--- config.mk ---
export PLATFORM = sky130hd
export DESIGN_NAME = alu_seq
export DESIGN_NICKNAME = d
export VERILOG_FILES = /design/src/rtl/alu_pkg.sv /design/src/rtl/alu_comb_core.sv /design/src/rtl/alu_seq.sv
export SDC_FILE = /design/constraint.sdc
export NUM_CORES = 1
export LEC_CHECK = 0
export ABC_AREA = 1
export CAP_MARGIN = 20
export CORE_MARGIN = 3
export CORE_UTILIZATION = 30
export CTS_CLUSTER_DIAMETER = 50
export CTS_CLUSTER_SIZE = 14
export DETAILED_ROUTE_END_ITERATION = 8
export PLACE_DENSITY = 0.56
export SYNTH_ARGS = -nofsm -noshare
export SYNTH_HDL_FRONTEND = slang
export SYNTH_SLANG_ARGS = --single-unit
--- constraint.sdc ---
create_clock -name i_clk -period 3.9 [get_ports i_clk]
set_input_delay 0.39 -clock i_clk [delete_from_list [all_inputs] [get_ports i_clk]]
set_output_delay 0.39 -clock i_clk [all_outputs]
set_load 0.005 [all_outputs]
--- src/rtl/alu_pkg.sv ---
// -----------------------------------------------------------------------------
// alu_pkg
// Shared definitions for the sequential ALU:
//   - opcode values (MIPS funct encoding, 6 bits)
//   - handshake FSM state encoding (IDLE / SHIFT / HOLD, 2 bits)
// -----------------------------------------------------------------------------
package alu_pkg;

    localparam int NB_OP_DEFAULT = 6;

    localparam logic [5:0] OP_ADD  = 6'b100000;
    localparam logic [5:0] OP_SUB  = 6'b100010;
    localparam logic [5:0] OP_AND  = 6'b100100;
    localparam logic [5:0] OP_OR   = 6'b100101;
    localparam logic [5:0] OP_XOR  = 6'b100110;
    localparam logic [5:0] OP_NOR  = 6'b100111;
    localparam logic [5:0] OP_SLT  = 6'b101010;
    localparam logic [5:0] OP_SLTU = 6'b101011;
    localparam logic [5:0] OP_SLL  = 6'b000000;
    localparam logic [5:0] OP_SRL  = 6'b000010;
    localparam logic [5:0] OP_SRA  = 6'b000011;

    typedef enum logic [1:0] {
        ST_IDLE  = 2'd0,
        ST_SHIFT = 2'd1,
        ST_HOLD  = 2'd2
    } state_t;

endpackage

--- src/rtl/alu_comb_core.sv ---
// -----------------------------------------------------------------------------
// alu_comb_core
// Purely combinational datapath for all non-shift operations plus the common
// flag generation. For shift opcodes the already-shifted value arrives on
// i_shift_result and is passed through, so zero/negative come from one place.
// Ports:
//   i_data_a, i_data_b  operands
//   i_op                opcode
//   i_shift_result      final value of a shift operation
//   o_data              result
//   o_carry, o_zero, o_overflow, o_negative, o_error  flags
// -----------------------------------------------------------------------------
module alu_comb_core
    import alu_pkg::*;
#(
    parameter int NB_DATA = 8,
    parameter int NB_OP   = 6
) (
    input  logic [NB_DATA-1:0] i_data_a,
    input  logic [NB_DATA-1:0] i_data_b,
    input  logic [NB_OP-1:0]   i_op,
    input  logic [NB_DATA-1:0] i_shift_result,
    output logic [NB_DATA-1:0] o_data,
    output logic               o_carry,
    output logic               o_zero,
    output logic               o_overflow,
    output logic               o_negative,
    output logic               o_error
);

    localparam int MSB = NB_DATA - 1;

    logic [NB_DATA:0]   sum_ext;
    logic [NB_DATA:0]   diff_ext;
    logic [NB_DATA-1:0] result;

    // Top bit of diff_ext is the borrow out of the unsigned subtraction.
    assign sum_ext  = {1'b0, i_data_a} + {1'b0, i_data_b};
    assign diff_ext = {1'b0, i_data_a} - {1'b0, i_data_b};

    always_comb begin
        result     = '0;
        o_carry    = 1'b0;
        o_overflow = 1'b0;
        o_error    = 1'b0;
        case (i_op)
            NB_OP'(OP_ADD): begin
                {o_carry, result} = sum_ext;
                o_overflow = (i_data_a[MSB] == i_data_b[MSB]) && (sum_ext[MSB] != i_data_a[MSB]);
            end
            NB_OP'(OP_SUB): begin
                {o_carry, result} = diff_ext;
                o_overflow = (i_data_a[MSB] != i_data_b[MSB]) && (diff_ext[MSB] != i_data_a[MSB]);
            end
            NB_OP'(OP_AND):  result = i_data_a & i_data_b;
            NB_OP'(OP_OR):   result = i_data_a | i_data_b;
            NB_OP'(OP_XOR):  result = i_data_a ^ i_data_b;
            NB_OP'(OP_NOR):  result = ~(i_data_a | i_data_b);
            NB_OP'(OP_SLT):  result = {{(NB_DATA-1){1'b0}}, ($signed(i_data_a) < $signed(i_data_b))};
            NB_OP'(OP_SLTU): result = {{(NB_DATA-1){1'b0}}, (i_data_a < i_data_b)};
            NB_OP'(OP_SLL),
            NB_OP'(OP_SRL),
            NB_OP'(OP_SRA):  result = i_shift_result;
            default:         o_error = 1'b1;
        endcase
    end

    assign o_data     = result;
    assign o_zero     = (result == '0);
    assign o_negative = result[MSB];

endmodule

--- src/rtl/alu_seq.sv ---
// -----------------------------------------------------------------------------
// alu_seq
// Registered ALU with valid/ready handshakes on both sides. Non-shift ops
// finish in one cycle; shifts iterate one bit per cycle (latency = amount).
// A result is held stable until the consumer takes it.
// Ports:
//   i_clk, i_reset        clock, synchronous active-high reset
//   i_valid / o_ready     input handshake (o_ready only in IDLE)
//   i_data_a, i_data_b    operands (shift amount = i_data_b[NB_SHAMT-1:0])
//   i_op                  opcode
//   o_valid / i_ready     output handshake (o_valid only in HOLD)
//   o_data + flags        registered result and flags
// -----------------------------------------------------------------------------
module alu_seq
    import alu_pkg::*;
#(
    parameter int NB_DATA = 8,
    parameter int NB_OP   = NB_OP_DEFAULT
) (
    input  logic               i_clk,
    input  logic               i_reset,
    input  logic               i_valid,
    output logic               o_ready,
    input  logic [NB_DATA-1:0] i_data_a,
    input  logic [NB_DATA-1:0] i_data_b,
    input  logic [NB_OP-1:0]   i_op,
    output logic               o_valid,
    input  logic               i_ready,
    output logic [NB_DATA-1:0] o_data,
    output logic               o_carry,
    output logic               o_zero,
    output logic               o_overflow,
    output logic               o_negative,
    output logic               o_error
);

    localparam int NB_SHAMT = $clog2(NB_DATA);

    state_t               state_reg, state_next;
    logic [NB_OP-1:0]     op_reg;
    logic [NB_DATA-1:0]   work_reg;
    logic [NB_SHAMT-1:0]  count_reg;
    logic [NB_DATA-1:0]   data_reg;
    logic                 carry_reg, zero_reg, overflow_reg, negative_reg, error_reg;

    logic [NB_SHAMT-1:0]  shamt_in;
    logic                 in_is_shift;
    logic                 start_shift;
    logic                 last_shift;
    logic [NB_DATA-1:0]   sll_step, srl_step, sra_step, work_shifted;
    logic [NB_OP-1:0]     core_op;
    logic [NB_DATA-1:0]   core_shift_result;
    logic [NB_DATA-1:0]   core_data;
    logic                 core_carry, core_zero, core_overflow, core_negative, core_error;

    assign shamt_in    = i_data_b[NB_SHAMT-1:0];
    assign in_is_shift = (i_op == NB_OP'(OP_SLL)) || (i_op == NB_OP'(OP_SRL)) ||
                         (i_op == NB_OP'(OP_SRA));
    // A zero-amount shift skips SHIFT and completes like any single-cycle op.
    assign start_shift = in_is_shift && (shamt_in != '0);
    assign last_shift  = (count_reg == NB_SHAMT'(1));

    // One-bit shift steps of the work register.
    genvar gi;
    generate
        for (gi = 0; gi < NB_DATA; gi++) begin : g_step
            if (gi == 0) begin : g_lsb
                assign sll_step[gi] = 1'b0;
            end else begin : g_lsb_n
                assign sll_step[gi] = work_reg[gi-1];
            end
            if (gi == NB_DATA-1) begin : g_msb
                assign srl_step[gi] = 1'b0;
                assign sra_step[gi] = work_reg[gi];
            end else begin : g_msb_n
                assign srl_step[gi] = work_reg[gi+1];
                assign sra_step[gi] = work_reg[gi+1];
            end
        end
    endgenerate

    always_comb begin
        work_shifted = sra_step;
        if (op_reg == NB_OP'(OP_SLL)) begin
            work_shifted = sll_step;
        end else if (op_reg == NB_OP'(OP_SRL)) begin
            work_shifted = srl_step;
        end
    end

    // In IDLE the core sees the live inputs (immediate completion); in SHIFT
    // it sees the captured opcode and the work register after its final step.
    assign core_op           = (state_reg == ST_SHIFT) ? op_reg : i_op;
    assign core_shift_result = (state_reg == ST_SHIFT) ? work_shifted : i_data_a;

    alu_comb_core #(
        .NB_DATA (NB_DATA),
        .NB_OP   (NB_OP)
    ) u_core (
        .i_data_a       (i_data_a),
        .i_data_b       (i_data_b),
        .i_op           (core_op),
        .i_shift_result (core_shift_result),
        .o_data         (core_data),
        .o_carry        (core_carry),
        .o_zero         (core_zero),
        .o_overflow     (core_overflow),
        .o_negative     (core_negative),
        .o_error        (core_error)
    );

    // State register
    always_ff @(posedge i_clk) begin
        if (i_reset) begin
            state_reg <= ST_IDLE;
        end else begin
            state_reg <= state_next;
        end
    end

    // Next-state logic
    always_comb begin
        state_next = state_reg;
        case (state_reg)
            ST_IDLE: begin
                if (i_valid) begin
                    state_next = start_shift ? ST_SHIFT : ST_HOLD;
                end
            end
            ST_SHIFT: begin
                if (last_shift) begin
                    state_next = ST_HOLD;
                end
            end
            ST_HOLD: begin
                if (i_ready) begin
                    state_next = ST_IDLE;
                end
            end
            default: state_next = ST_IDLE;
        endcase
    end

    // Handshake outputs decode straight from state
    always_comb begin
        o_ready = (state_reg == ST_IDLE);
        o_valid = (state_reg == ST_HOLD);
    end

    // Datapath and output registers
    always_ff @(posedge i_clk) begin
        if (i_reset) begin
            op_reg       <= '0;
            work_reg     <= '0;
            count_reg    <= '0;
            data_reg     <= '0;
            carry_reg    <= 1'b0;
            zero_reg     <= 1'b0;
            overflow_reg <= 1'b0;
            negative_reg <= 1'b0;
            error_reg    <= 1'b0;
        end else begin
            case (state_reg)
                ST_IDLE: begin
                    if (i_valid) begin
                        op_reg    <= i_op;
                        work_reg  <= i_data_a;
                        count_reg <= shamt_in;
                        if (!start_shift) begin
                            data_reg     <= core_data;
                            carry_reg    <= core_carry;
                            zero_reg     <= core_zero;
                            overflow_reg <= core_overflow;
                            negative_reg <= core_negative;
                            error_reg    <= core_error;
                        end
                    end
                end
                ST_SHIFT: begin
                    work_reg  <= work_shifted;
                    count_reg <= count_reg - NB_SHAMT'(1);
                    if (last_shift) begin
                        data_reg     <= core_data;
                        carry_reg    <= core_carry;
                        zero_reg     <= core_zero;
                        overflow_reg <= core_overflow;
                        negative_reg <= core_negative;
                        error_reg    <= core_error;
                    end
                end
                default: ;
            endcase
        end
    end

    assign o_data     = data_reg;
    assign o_carry    = carry_reg;
    assign o_zero     = zero_reg;
    assign o_overflow = overflow_reg;
    assign o_negative = negative_reg;
    assign o_error    = error_reg;

endmodule
**Word-level counts from Yosys, hierarchy flattened**

Index checks and enable logic that the tools add are counted.

- Register bits: 32
- Input bits: 26
- Output and inout port bits: 15
- Word-level logic and storage cells: 102

- $add $sub $neg: 3
- Order comparisons: 2
- Equality and inequality tests: 24
- Multiplexer cells: 41
- Bitwise gates (word level): 4
- Reduce and logical (&&, ||, !) cells: 18

Operators with widths:

| kind | number |
|---|---|
| 8-bit one-hot mux with 9 select lines | 1 |
| 8-bit two-way mux | 7 |
| 6-bit equality test (second input constant) | 8 |
| 8-bit one-hot mux with 2 select lines | 2 |
| 6-bit by 2-bit equality test with 1-bit output (second input constant) | 5 |
| 6-bit logical NOT | 3 |
| 8-bit < comparator | 2 |
| 1-bit two-way mux | 16 |
| 1-bit one-hot mux with 2 select lines | 7 |
| 11-bit OR reduction | 1 |
| 8-bit by 8-bit adder with 9-bit output | 1 |
| 8-bit by 8-bit subtractor with 9-bit output | 1 |
| 8-bit bitwise AND | 1 |
| 8-bit logical NOT | 1 |
| 2-bit two-way mux | 4 |
| 8-bit inverter | 1 |
| 8-bit OR | 1 |
| 8-bit bitwise XOR | 1 |
| 6-bit two-way mux | 1 |
| 2-bit != test (second input constant) | 3 |
| 2-bit one-hot mux with 3 select lines | 1 |
| 3-bit one-hot mux with 2 select lines | 1 |
| 2-bit AND reduction | 2 |
| 4-bit AND reduction | 1 |
| 15 further kinds | 20 |

**Logic depth before layout (Yosys ltp)**

- Depth after elaboration: 9
- Gate-level depth with buffers: 19
- Depth with buffers taken out: 18

**By module**

From an unflattened synthesis, not the netlist that was laid out.

- Cells, all modules: 564
- Area, all modules: 3,375.7 um^2

By module, submodules not included:

| module | times used | cells an instance | area an instance (um^2) | seq. area each (um^2) |
|---|---|---|---|---|
| alu_comb_core | 1 | 310 | 1,701.6 | 0.0 |
| alu_seq | 1 | 254 | 1,674.1 | 640.6 |

**Least setup slack after synthesis**

Ideal clock, no wire load.

- Path kind: input-to-reg
- Start: in i_data_a[6]
- End: reg zero_reg, in the netlist o_zero
- Library setup time: 0.128 ns
- Data arrival time: 1.861 ns
- Required time: 3.772 ns
- Setup slack: 1.911 ns
- Stages: 18
- Buffers on the path: 1
- Cells stage by stage: inv_1 ha_1 clkbuf_1 inv_1 nand2_1 nand2_1 a21oi_1 nand2_1 nand2_1 nand2_1 nor2_1 nor2_1 nand2_1 nor2_1 nand2_1 nor2_1 nor2_1 nor2_1

- Longest elaborated chain between the ends: 7
- Elaborated cells on any way between the ends: 15
- Classes of those cells: 2 x add/sub; 2 x order compare; 6 x mux; 4 x bitwise; 1 x reduce/logical

RTL lines:

| what | RTL line | RTL |
|---|---|---|
| start, declared | alu_seq.sv:24 | `input logic [NB_DATA-1:0] i_data_a,` |
| parallel branches: the longest is 2 deep, another holds 8-bit by 8-bit subtractor with 9-bit output | - |  |
| 8-bit one-hot mux with 9 select lines * | alu_comb_core.sv:46 | `case (i_op)` |
| 8-bit logical NOT * | alu_comb_core.sv:69 | `assign o_zero = (result == '0);` |
| 1-bit two-way mux | alu_seq.sv:169 | `if (!start_shift) begin` |
| 1-bit two-way mux | alu_seq.sv:165 | `if (i_valid) begin` |
| 1-bit one-hot mux with 2 select lines * | alu_seq.sv:163 | `case (state_reg)` |
| end signal, assigned | alu_seq.sv:172 | `zero_reg <= core_zero;` |
| end signal, assigned | alu_seq.sv:185 | `zero_reg <= core_zero;` |
| end, declared | alu_seq.sv:44 | `logic carry_reg, zero_reg, overflow_reg, negative_reg, error_reg;` |

Mark *: on every way between the ends. The select of a mux whose other input is x is not followed.
A chain may end at the register's enable or synchronous reset.

**Final worst setup path**

- Start: reg state_reg[0]
- End: reg zero_reg, in the netlist o_zero

- Longest elaborated chain between the ends: 9
- Elaborated cells on any way between the ends: 27
- Classes of those cells: 14 x eq/ne; 7 x mux; 6 x reduce/logical

RTL lines:

| what | RTL line | RTL |
|---|---|---|
| start, declared | alu_seq.sv:39 | `state_t state_reg, state_next;` |
| start signal, assigned | alu_seq.sv:117 | `state_reg <= state_next;` |
| 2-bit by 1-bit equality test with 1-bit output | alu_seq.sv:93, alu_seq.sv:94, alu_seq.sv:163 |  |
| 6-bit two-way mux | alu_seq.sv:93 | `assign core_op = (state_reg == ST_SHIFT) ? op_reg : i_op;` |
| 6-bit by 2-bit equality test with 1-bit output / 6-bit logical NOT (equally long branches) | alu_comb_core.sv:46 |  |
| 3-bit OR reduction | alu_comb_core.sv:46 |  |
| 8-bit one-hot mux with 9 select lines | alu_comb_core.sv:46 |  |
| 8-bit logical NOT | alu_comb_core.sv:69 |  |
| 1-bit two-way mux | alu_seq.sv:169 |  |
| 1-bit two-way mux | alu_seq.sv:165 |  |
| 1-bit one-hot mux with 2 select lines | alu_seq.sv:163 |  |

Several ways; a longest one is shown, not always the timed one. The select of a mux whose other input is x is not followed.

==> impl_results.md <==
* Initial Utilization at ~31%
* Worst vdd ir at 0.1329 mV
* Setup Crit Path Kind: reg2reg
* Clock share of power at 23.6%
* Fin Setup TNS at 0 ps
* Asr flop ratio synth at 0%
* Clk slew on worst S/H paths at about 60 ps
* Synth Flop Type: dfxtp_1
* CTS H-tree lvls at 2
* Crit-path slowest cell: nor2_1
* Area leader, netlist: dfxtp_1
* Fin nets at 660
* Register area share after synthesis at between 10% and 20%
* Fin. max-slew vios at 0
* Die Ht at between 100 and 150 µm
* Crit-path leading delay family: simple AND/OR/NAND/NOR gates
* Synthesized instance count at 574
* Worst rel slew slack at a little under half
* Setup Viol. Count Final at 0
* Netlist cell types at 31
* Synthesis Warnings at 0
* Vias in the first global route at between 3,000 and 4,000
* IO Count at ~40
* DR WL/cell at about 14 µm
* # hold bufs at CTS at 0
* Min Tclk post-route at roughly 2900 ps
* FF-to-FF Start: state_reg[0]
* RSZ-0062 raised after global routing: false
* Slew @ Worst Pin at 779.5 ps
* Vias post-DR at 3,698
* Hold path start: op_reg[3]
* HPWL after DPL at 8614 µm
* Max clock buf depth at 2
* Max FO, Critical Path at 18
* PortBufs at 40
* Final-layout fill cell count at 1,212
* Mean Syn Cell Area at between 5 and 6 µm²
* # resized after CTS at 0
* Hold/Removal Path Class: reg2reg
* Largest net degree at the start of global routing at 28
* CP Launch Type: flip-flop
* Synth Cell Area at around 3300 µm²
* Initial antenna violation count at 0
* Final ANT Viol Nets at 0
* Status: completed
* Area grow syn2layout at 17.71%
* Synth top cells by count: 154 x nand2_1, 83 x inv_1, 77 x nor2_1
* CTS Root Cell: clkbuf_8
* Die Wd at around 110 µm
* Final Util at between 30% and 40%
* TritonCTS clock tree: built
* Worst path bufs/invs at 0
* Top-area cell type share of the netlist area at a little under a fifth
* Clk sinks at 31
* First-pass GRT wire length at approximately 17,000 µm
* Initial DRT Pass Iterations at 5
* Skew final at roughly 5.6 ps
* Vias/cell at approximately 5
* Combinational power share at 39.8%
* P_int at approximately 640 µW
* Data required, critical path at between 4000 and 5000 ps
* DR iter-0 viols at 262
* Worst EP arrival at slightly above 3000 ps
* Reg power frac at around 37%
* Final Hold Vio Count at 0
* Pwr Density at around 270 nW/µm²
* Most numerous cell in the Yosys netlist: nand2_1
* Sw frac at about two fifths
* Floorplan row count at 37
* Leak Pwr at between 2 and 2.5 nW
* GP Congestion at slightly above 0.9
* Diodes inserted at 0
* Post-CTS setup buffers at 0
* Crit. End Element: flip-flop
* Die Footprint at approximately 12,000 µm²
* Total Wirelength at between 10,000 and 15,000 µm
* Number of synthesized flops with an enable pin at 0
* Period utilization at between 70% and 80%
* All-Layer GR Usage at between 10% and 20%
* MaxCap Viol Count at 0
* Yosys reg bits at 31
* CP startpoint: state_reg[0]
* NetSw at between 300 and 400 µW
* Core Footprint at around 10,000 µm²
* Syn nets at 628
* Most used cell, CP: nor2_1
* Max incr delay on CP at roughly 610 ps
* Top cells by area, synth: dfxtp_1 19%, nand2_1 18%, ha_1 9.9%
* GRT Residual Overflow at 0
* Crit-path cells: nand2_2 > nand2_1 > nand2_1 > nor2_1 > nand2_1 > nor2_1 > nand2_1 > nand3_1 > nor2_1 > nand2_1 > nor2_1 > nand2_1 > nor2_1 > nor2_1 > nor2_1
* Fmax at 347.4 MHz
* Clk_lat worst skew at approximately 280 ps
* CTS Buf Count at 5
* DRC violations left at 0
* Share of cells above drive strength 1 at approximately 4.4%
==> worst paths after layout <==
path               end  slack, ps  cells after the start
max             o_zero       1020                     15
min          op_reg[3]        490                      2
max reg2reg     o_zero       1020                     15
min reg2reg  op_reg[3]        490                      2
==> cells in the final DEF, fill, tap and decap left out, drive strengths merged, types with 2 or more instances in the layout <==
cell type / n
a211oi: 3
a21oi: 30
buf: 4
clkbuf: 7
clkdlybuf4s50: 40
clkinv: 3
dfxtp: 31
fa: 2
ha: 26
inv: 91
nand2: 156
nand3: 63
nand3b: 6
nand4: 9
nor2: 83
nor3: 3
o211ai: 9
o21ai: 33
o21bai: 2
xor2: 3
==> power groups by stage <==
stage          registers, mW  clock network [mW]  logic, mW
2_1_floorplan          0.379                   0      0.258
3_3_place_gp           0.383                   0      0.407
3_5_place_dp           0.383                   0      0.406
4_1_cts                0.376               0.251      0.407
5_1_grt                0.380               0.265      0.464
6_report               0.376               0.242      0.408
==> stage by stage <==
stage               hold WS (ps)  cells  cell area [µm²]  setup WS, ps  total power [mW]
floorplan                  456.3    574             3271          1911            0.6364
global placement           484.8    735             3769         943.6            0.7895
detailed placement         481.8    735             3769         973.5            0.7883
CTS                        493.6    743             3850          1061             1.034
global route               532.7    743             3850         753.5             1.109
finish                     488.3    743             3850          1022             1.026
==> area by class of cell <==
class | count | area (µm²) | area share (%)
Multi-Input combinational cell | 431 | 2198 | 57.10
Sequential cell | 31 | 620.6 | 16.12
Timing Repair Buffer | 44 | 430.4 | 11.18
Inverter | 93 | 349.1 | 9.067
Tap cell | 136 | 170.2 | 4.420
Clock buffer | 7 | 76.32 | 1.982
Clock inverter | 1 | 5.005 | 0.1300
==> metal layers <==
layer | wire length [µm] | part of all wire (%) | GRT usage [%] | vias up
met5 | 0 | 0 | 0 | -
met2 | 4707 | 45 | 27.79 | 134
met4 | 394 | 3.7 | 6.897 | 0
met1 | 4828 | 46 | 22.90 | 1653
met3 | 619 | 5.9 | 2.849 | 32
li1 | - | - | - | 1879
==> kinds of logic (layout without fill, tap and decap cells) <==
logic type      Yosys count  count (layout)  synth area share, %
fa+ha+maj                28              28                11.17
compound gates           80              80                13.54
flops                    31              31                18.97
buf+inv                 112             145                13.81
xor+xnor                  3               3               0.8035
simple gates            320             320                41.70
==> worst reg2reg max path: cells and delay by family, from the launching register on <==
family,cells,cell delay (ps)
flops,1,570
simple gates,15,2200
Power figures use the tool's default switching activity.
